## src/rtl/wash_sequencer.sv

```systemverilog
// rtl/wash_sequencer.sv - washing-machine program sequencer (model select, stage timing, pause, done hold)
module wash_sequencer #(
    parameter int WASH_T    = 30,
    parameter int RINSE_T   = 20,
    parameter int DRY_T     = 10,
    parameter int DONE_HOLD = 5
) (
    input  logic       clk,
    input  logic       reset,
    input  logic       power_light,
    input  logic       sec_tick,
    input  logic       start_pulse,
    input  logic       model_pulse,
    output logic [2:0] current_model,
    output logic [1:0] current_program,
    output logic [1:0] run_state,
    output logic [6:0] remain_time,
    output logic       finish
);

    localparam int HW = (DONE_HOLD < 2) ? 1 : $clog2(DONE_HOLD + 1);

    localparam logic [1:0] P_WASH  = 2'b00;
    localparam logic [1:0] P_RINSE = 2'b01;
    localparam logic [1:0] P_DRY   = 2'b10;
    localparam logic [1:0] P_DONE  = 2'b11;

    localparam logic [6:0] T_WASH  = 7'(WASH_T);
    localparam logic [6:0] T_RINSE = 7'(RINSE_T);
    localparam logic [6:0] T_DRY   = 7'(DRY_T);
    localparam logic [6:0] T_ALL   = 7'(WASH_T + RINSE_T + DRY_T);
    localparam logic [HW-1:0] HOLD_LAST = HW'(DONE_HOLD - 1);

    typedef enum logic [1:0] {
        S_IDLE  = 2'b00,
        S_RUN   = 2'b01,
        S_PAUSE = 2'b10,
        S_DONE  = 2'b11
    } state_t;

    state_t        state_q, state_d;
    logic [2:0]    model_q, model_d;
    logic [1:0]    program_q, program_d;
    logic [6:0]    remain_q, remain_d;
    logic          finish_q, finish_d;
    logic [6:0]    stage_cnt_q, stage_cnt_d;
    logic [HW-1:0] hold_cnt_q, hold_cnt_d;

    logic [2:0]    model_next;
    logic [2:0]    next_info;

    // Unreachable codes 110/111 behave as model 000
    function automatic logic [2:0] norm_model(input logic [2:0] m);
        return (m > 3'd5) ? 3'd0 : m;
    endfunction

    function automatic logic [6:0] stage_time(input logic [1:0] p);
        case (p)
            P_WASH:  return T_WASH;
            P_RINSE: return T_RINSE;
            P_DRY:   return T_DRY;
            default: return 7'd0;
        endcase
    endfunction

    function automatic logic [1:0] first_stage(input logic [2:0] m);
        case (norm_model(m))
            3'd3, 3'd4: return P_RINSE;
            3'd5:       return P_DRY;
            default:    return P_WASH;
        endcase
    endfunction

    function automatic logic [6:0] model_total(input logic [2:0] m);
        case (norm_model(m))
            3'd1:    return T_WASH;
            3'd2:    return 7'(T_WASH + T_RINSE);
            3'd3:    return T_RINSE;
            3'd4:    return 7'(T_RINSE + T_DRY);
            3'd5:    return T_DRY;
            default: return T_ALL;
        endcase
    endfunction

    // {valid, stage} of the stage following p within model m
    function automatic logic [2:0] next_stage(input logic [2:0] m, input logic [1:0] p);
        logic [2:0] nm;
        nm = norm_model(m);
        if (p == P_WASH && (nm == 3'd0 || nm == 3'd2))
            return {1'b1, P_RINSE};
        else if (p == P_RINSE && (nm == 3'd0 || nm == 3'd4))
            return {1'b1, P_DRY};
        else
            return 3'b000;
    endfunction

    always_ff @(posedge clk) begin
        if (reset || !power_light) begin
            state_q     <= S_IDLE;
            model_q     <= 3'd0;
            program_q   <= P_WASH;
            remain_q    <= T_ALL;
            finish_q    <= 1'b0;
            stage_cnt_q <= 7'd0;
            hold_cnt_q  <= '0;
        end else begin
            state_q     <= state_d;
            model_q     <= model_d;
            program_q   <= program_d;
            remain_q    <= remain_d;
            finish_q    <= finish_d;
            stage_cnt_q <= stage_cnt_d;
            hold_cnt_q  <= hold_cnt_d;
        end
    end

    always_comb begin
        state_d     = state_q;
        model_d     = model_q;
        program_d   = program_q;
        remain_d    = remain_q;
        finish_d    = finish_q;
        stage_cnt_d = stage_cnt_q;
        hold_cnt_d  = hold_cnt_q;
        model_next  = (norm_model(model_q) == 3'd5) ? 3'd0 : norm_model(model_q) + 3'd1;
        next_info   = next_stage(model_q, program_q);

        case (state_q)
            S_IDLE: begin
                if (start_pulse) begin
                    state_d     = S_RUN;
                    model_d     = norm_model(model_q);
                    program_d   = first_stage(model_q);
                    remain_d    = model_total(model_q);
                    stage_cnt_d = stage_time(first_stage(model_q));
                end else if (model_pulse) begin
                    model_d   = model_next;
                    program_d = first_stage(model_next);
                    remain_d  = model_total(model_next);
                end
            end
            S_RUN: begin
                if (start_pulse) begin
                    state_d = S_PAUSE;
                end else if (sec_tick) begin
                    remain_d    = remain_q - 7'd1;
                    stage_cnt_d = stage_cnt_q - 7'd1;
                    if (stage_cnt_q == 7'd1) begin
                        if (next_info[2]) begin
                            program_d   = next_info[1:0];
                            stage_cnt_d = stage_time(next_info[1:0]);
                        end else begin
                            state_d     = S_DONE;
                            program_d   = P_DONE;
                            remain_d    = 7'd0;
                            finish_d    = 1'b1;
                            stage_cnt_d = 7'd0;
                            hold_cnt_d  = '0;
                        end
                    end
                end
            end
            S_PAUSE: begin
                if (start_pulse)
                    state_d = S_RUN;
            end
            S_DONE: begin
                if (sec_tick) begin
                    if (hold_cnt_q == HOLD_LAST) begin
                        state_d     = S_IDLE;
                        model_d     = 3'd0;
                        program_d   = P_WASH;
                        remain_d    = T_ALL;
                        finish_d    = 1'b0;
                        stage_cnt_d = 7'd0;
                        hold_cnt_d  = '0;
                    end else begin
                        hold_cnt_d = hold_cnt_q + HW'(1);
                    end
                end
            end
            default: state_d = S_IDLE;
        endcase
    end

    assign current_model   = model_q;
    assign current_program = program_q;
    assign run_state       = state_q;
    assign remain_time     = remain_q;
    assign finish          = finish_q;

endmodule

```

## config.mk

```make
export PLATFORM = sky130hd
export DESIGN_NAME = wash_sequencer
export DESIGN_NICKNAME = d
export VERILOG_FILES = /design/src/rtl/wash_sequencer.sv
export SDC_FILE = /design/constraint.sdc
export NUM_CORES = 1
export LEC_CHECK = 0
export ABC_AREA = 1
export CAP_MARGIN = 25
export CELL_PAD_IN_SITES_DETAIL_PLACEMENT = 1
export CELL_PAD_IN_SITES_GLOBAL_PLACEMENT = 1
export CORE_UTILIZATION = 35
export CTS_BUF_LIST = sky130_fd_sc_hd__clkbuf_4 sky130_fd_sc_hd__clkbuf_8 sky130_fd_sc_hd__clkbuf_16
export DETAILED_ROUTE_END_ITERATION = 10
export GPL_TIMING_DRIVEN = 0
export PLACE_DENSITY_LB_ADDON = 0.1
export SYNTH_ARGS = -nofsm -noshare
export SYNTH_HDL_FRONTEND = slang
export SYNTH_SLANG_ARGS = --single-unit
```

## constraint.sdc

```tcl
create_clock -name clk -period 3.03 [get_ports clk]
set_clock_uncertainty 0.05 [all_clocks]
set_input_delay 0.303 -clock clk [delete_from_list [all_inputs] [get_ports clk]]
set_output_delay 0.303 -clock clk [all_outputs]
set_load 0.02 [all_outputs]
```

==> reports/metrics.yaml, run 1 <==
status:
  status: "finished, final reports clean"
pwr:
  powerDensity_mw_per_mm2: 349
  p_leak_nw: 1.02
  vdd_drop_max_uv: 180
finish:
  area_delta_synth_final_pct: 17.3
  antenna_cells: 0
  layout.cells.most_common_list: "84 x nand2_1, 31 x inv_1, 30 x nor2_1"
  final_util_pct: 43.5
  drive_gt1_share_pct: 12.9
  final_common_cell: "nand2_1"
  nets: 339
cts:
  clock_path_buffers: 2
  cts_buffers: 3
  post_cts_buffers: 0
  cts_hold_buf: 0
  clk_pin_slew_ns: 0.11
  tritoncts: "built"
  cts_sinks: 25
  clock_latency_ns: 0.29
  cts.repair.resized: 0
  cts_root_buf: "clkbuf_8"
  htreeDepth: 1
timing:
  grt_setup_unrepaired: "no"
  slew_viol_final: 0
  fin_crit_sh_pct: 68.2
  setup_violations: 0
  hold_violations: 0
  min_period_ns: 2.07
  tightest_slew_ns: 0.617
  fin_tns_setup_ns: 0
  slew_headroom_pct: 58.9
  fmax_mhz: 484
critical_path:
  path_cells: "inv_1 > nor2_1 > nand2_1 > inv_1 > ha_1 > inv_1 > nand3_1 > o21ai_1 > nand3_1 > nand3_1 > nand2_1"
  arrival_ns: 2.21
  critical_path.endpoint_type: "register"
  slowest_stage: "dfxtp_1"
  path_class: "reg -> reg"
  required_ns: 3.17
  critPathMaxFanout: 6
  cp-start-kind: "register"
  critPathMaxStageDelay_ns: 0.43
floorplan:
  die_area_mm2: 0.00585
  start_util_pct: 37.1
  core_mm2: 0.00524
  rows: 26
  die_w_um: 76.5
  fp.dieH_um: 76.5
  num_io_pins: 21
placed_design:
  hpwl_um: 4220
  portBuffers: 20
  gp_congestion: 0.831
logic_synthesis:
  ys_warn_count: 0
  yosys_most_used_dff: "dfxtp_1"
  syn-num-nets: 314
  yosysUniqueCellTypes: 34
  yosysSeqAreaShare_pct: 25.8
  mappedNetlistArea_mm2: 0.00194
  synth.avg_cell_area_um2: 6.43
  async_flop_share_pct: 0
  synthCells: 302
  synth_edf_count: 0
  synth_seq_cells: 25
job:
  drv_cap: 0
grt:
  grt_max_degree: 16
  grt_usage_pct: 19.9
  antenna_found_initial: 0
  grt_pass1_vias: 1948
  grt_overflow: 0
  grt_pass1_wl_um: 9410
drt:
  via_per_inst: 4.83
  num_vias: 1912
  antenna_left: 0
  dr.pass1.iters: 4
  drt_iter0_drc: 94
  wire_per_inst_um: 13.6
  route.detailed.drc: 0
  finalWirelength_um: 5380
min_path:
  hp-class: "reg -> reg"
-- worst paths after layout --
path | end | from | cells past startpoint | slack, ns
max | remain_time[4]$_SDFFE_PP1P_ | current_model[1]$_SDFFE_PP0P_ | 11 | 0.96
min | hold_cnt_q[0]$_SDFFE_PP0P_ | hold_cnt_q[0]$_SDFFE_PP0P_ | 2 | 0.44
max reg2reg | remain_time[4]$_SDFFE_PP1P_ | current_model[1]$_SDFFE_PP0P_ | 11 | 0.96
min reg2reg | hold_cnt_q[0]$_SDFFE_PP0P_ | hold_cnt_q[0]$_SDFFE_PP0P_ | 2 | 0.44
-- Yosys cell counts (5+ instances only) --
library cell  number  area share, %
inv_1             31            6.0
nand4_1            5            1.6
nor2_1            30            5.8
nand2_1           84             16
nand2_4            5            2.9
nor2_2             6            1.9
o21ai_0           13            3.4
nand3_1           24            6.2
a21oi_1           25            6.4
dfxtp_1           25             26
inv_2              5           0.97
ha_1               6            3.9
-- registers in the layout, indices dropped and copies added (netlist names) --
| name | count |
|---|---|
| remain_time | 7 |
| stage_cnt_q | 7 |
| current_model | 3 |
| hold_cnt_q | 3 |
| current_program | 2 |
| run_state | 2 |
| finish | 1 |
-- per-stage QoR --
stage / total power, mW / area (um2) / instances / hold WS, ns / setup WS [ns]
4_1_cts: 0.804 / 2280 / 396 / 0.445 / 0.964
3_3_place_gp: 0.574 / 2230 / 392 / 0.417 / 0.997
3_5_place_dp: 0.577 / 2230 / 392 / 0.429 / 0.971
2_1_floorplan: 0.513 / 1940 / 302 / 0.404 / 1.13
6_report: 0.795 / 2280 / 396 / 0.441 / 0.963
5_1_grt: 0.836 / 2280 / 396 / 0.464 / 0.702
-- layout make-up --
| cell class | count | area, um2 |
|---|---|---|
| tap | 70 | 87.6 |
| multi-input combinational | 232 | 1250 |
| sequential | 25 | 500 |
| clock buffer | 3 | 41.3 |
| timing repair buffer | 20 | 200 |
| clock inverter | 1 | 7.51 |
| fill | 727 | 2960 |
| inverter | 37 | 144 |
| buffer | 8 | 51.3 |
-- routing by layer --
| metal | global-route usage, % | up-vias | wire [um] |
|---|---|---|---|
| li1 | - | 1014 | - |
| met1 | 27.1 | 879 | 2730 |
| met2 | 33.6 | 14 | 2520 |
| met3 | 1.80 | 5 | 78 |
| met4 | 5.19 | 0 | 53 |
| met5 | 0 | - | 0 |
-- kinds of logic after synthesis --
logic type,after synthesis,synth area share [%]
xor gates and xnor gates,8,3.61
DFF,25,25.8
AOI/OAI and AO/OA,49,14.0
buffers and inverters,45,10.1
adders and majority gates,6,3.87
and+or+nand+nor,169,42.7
-- report_power, final --
group          switching, mW  internal (mW)
clock network          0.133         0.0939
registers             0.0118          0.340
logic                  0.136         0.0800
-- critical path, delay by kind of cell (launching register included) --
| family | cells | cell delay (ns) |
|---|---|---|
| flip-flops | 1 | 0.43 |
| buffers and inverters | 3 | 0.35 |
| AO/OA/AOI/OAI | 1 | 0.12 |
| AND/OR/NAND/NOR | 6 | 0.77 |
| adder cells (fa/ha/maj) | 1 | 0.25 |
Note: power is estimated with default switching activity, not from simulation.
==> run 2: changes to the inputs <==
==> constraint.sdc (replaced) <==
create_clock -name clk -period 1.9 [get_ports clk]
set_clock_uncertainty 0.05 [all_clocks]
set_input_delay 0.19 -clock clk [delete_from_list [all_inputs] [get_ports clk]]
set_output_delay 0.19 -clock clk [all_outputs]
set_load 0.02 [all_outputs]
==> reports/metrics.yaml, run 2 (synthesized netlist as in run 1, its figures left out) <==
timing:
  whs_ns: 0.439  # -0.00279 ns
  min_period_ns: 1.76  # -0.311 ns
  tightest_slew_ns: 0.622  # +0.00465 ns
  fmax_mhz: 569  # +18%
  setup_violations: 0  # unchanged
  slew_viol_final: 0  # unchanged
  hold_violations: 0  # unchanged
  slew_headroom_pct: 58.6  # -0.31 points
  fin_crit_sh_pct: 92.5  # +24 points
cts:
  clk_pin_slew_ns: 0.11  # about the same
  cts_hold_buf: 0  # unchanged
  clock_path_buffers: 2  # unchanged
  tritoncts: "built"
  cts_sinks: 25  # unchanged
  cts_root_buf: "clkbuf_8"
  htreeDepth: 1  # unchanged
  clock_latency_ns: 0.29  # about the same
  cts_buffers: 3  # unchanged
finish:
  final_common_cell: "nand2_1"
  layout.cells.most_common_list: "83 x nand2_1, 29 x inv_1, 29 x nor2_1"
  fill_cells: 716  # -1.5%
  nets: 345  # +1.8%
  area_delta_synth_final_pct: 21.8
  drive_gt1_share_pct: 16.6  # +3.7 points
  antenna_cells: 0  # unchanged
status:
  status: "finished, final reports clean"
floorplan:
  fp.dieH_um: 76.5  # unchanged
  start_util_pct: 37.1  # unchanged
  die_area_mm2: 0.00585  # unchanged
  core_mm2: 0.00524  # unchanged
  num_io_pins: 21  # unchanged
  rows: 26  # unchanged
  die_w_um: 76.5  # unchanged
drt:
  route.detailed.drc: 0  # unchanged
  antenna_left: 0  # unchanged
  via_per_inst: 4.83  # about the same
  wire_per_inst_um: 13.5  # -0.25%
  dr.pass1.iters: 4  # unchanged
  finalWirelength_um: 5450  # +1.3%
  num_vias: 1942  # +1.6%
  drt_iter0_drc: 111  # +18%
critical_path:
  worst-path-buf-inv: 4  # +1
  arrival_ns: 1.90  # -0.31 ns
  critical_path.top_delay_family: "simple AND/OR/NAND/NOR gates"
  critPathMaxFanout: 6  # unchanged
  path_cells: "inv_1 > nor2_4 > buf_4 > buf_4 > buf_4 > nor2_2 > nand3_1 > o21ai_2 > nand3_1 > nand3_1 > nand2_1"
  path_class: "reg -> reg"
  cp-start-kind: "register"
  critical_path.endpoint_type: "register"
  critPathMaxStageDelay_ns: 0.37  # -0.06 ns
  required_ns: 2.04  # -1.13 ns
  slowest_stage: "dfxtp_4"
min_path:
  hp-class: "reg -> reg"
pwr:
  p_leak_nw: 1.05  # +3.5%
  vdd_drop_max_uv: 289  # +60%
  p_total_mw: 1.28  # +61%
  powerDensity_mw_per_mm2: 540  # +55%
placed_design:
  gp_congestion: 0.831  # unchanged
  portBuffers: 20  # unchanged
  hpwl_um: 4220  # unchanged
grt:
  grt_usage_pct: 19.9  # unchanged
  antenna_found_initial: 0  # unchanged
  grt_pass1_vias: 1948  # unchanged
  grt_max_degree: 16  # unchanged
  grt_pass1_wl_um: 9410  # unchanged
  grt_overflow: 0  # unchanged
job:
  drv_cap: 0  # unchanged
==> run 2: cell count changes in the layout (fill, tap and decap cells not counted), sizes merged <==
| cell | previous run | this run |
|---|---|---|
| buf | 4 | 10 |
==> run 2: final timing paths <==
path | depth (start not counted) | endpoint | slack, ns | startpoint
setup / recovery | 11 | remain_time[4]$_SDFFE_PP1P_ | 0.14 | current_model[1]$_SDFFE_PP0P_
hold / removal | 2 | hold_cnt_q[0]$_SDFFE_PP0P_ | 0.44 | hold_cnt_q[0]$_SDFFE_PP0P_
setup reg to reg | 11 | remain_time[4]$_SDFFE_PP1P_ | 0.14 | current_model[1]$_SDFFE_PP0P_
hold reg to reg | 2 | hold_cnt_q[0]$_SDFFE_PP0P_ | 0.44 | hold_cnt_q[0]$_SDFFE_PP0P_
==> run 2: tightest hold or removal path: cells and delay by family (launching register included) <==
family           cells  cell delay, ns
AO/OA/AOI/OAI        1            0.05
flip-flops           1            0.34
AND/OR/NAND/NOR      1            0.07
==> run 2: where the power goes <==
group	internal [mW]	switching [mW]	leakage (nW)	total, mW
Combinational	0.135	0.222	0.828	0.357
Clock	0.150	0.211	0.0217	0.360
Sequential	0.542	0.0185	0.204	0.561
==> run 2: final cells by class <==
class | instances | area (um2) | area share [%]
inverters | 37 | 144 | 6.08
clock inverters | 1 | 7.51 | 0.317
flip-flops and latches | 25 | 504 | 21.3
repair buffers | 26 | 258 | 10.9
clock buffers | 3 | 41.3 | 1.75
well taps | 70 | 87.6 | 3.70
plain buffers | 8 | 51.3 | 2.17
multi-input cells | 232 | 1270 | 53.8
==> run 2: layer usage <==
| metal | share of wire (%) | global-route usage (%) | vias up | routed length (um) |
|---|---|---|---|---|
| met5 | 0 | 0 | - | 0 |
| met4 | 0.70 | 5.19 | 0 | 38 |
| met3 | 2.1 | 1.80 | 5 | 117 |
| met2 | 48 | 33.6 | 22 | 2630 |
| met1 | 49 | 27.1 | 890 | 2660 |
| li1 | - | - | 1025 | - |
==> run 2: through the flow <==
stage / area, um2 / TNS [ns] / instances / utilization, % / worst slack (ns)
after floorplan: 1940 / 0 / 302 / - / 0.00493
after CTS: 2280 / 0 / 396 / 43.6 / 0.0149
after global routing: 2360 / -0.0210 / 402 / 45.2 / -0.0135
after detailed placement: 2230 / -0.469 / 392 / 42.6 / -0.159
final: 2360 / 0 / 402 / 45.2 / 0.143
after global placement: 2230 / -0.306 / 392 / 42.6 / -0.133
==> run 2: repair_timing <==
| item | in CTS | in global routing |
|---|---|---|
| gates resized for setup | 2 | 8 |
| endpoints found under the setup margin | 5 | 5 |
| pin swaps | 0 | 3 |
| setup buffers | 0 | 6 |
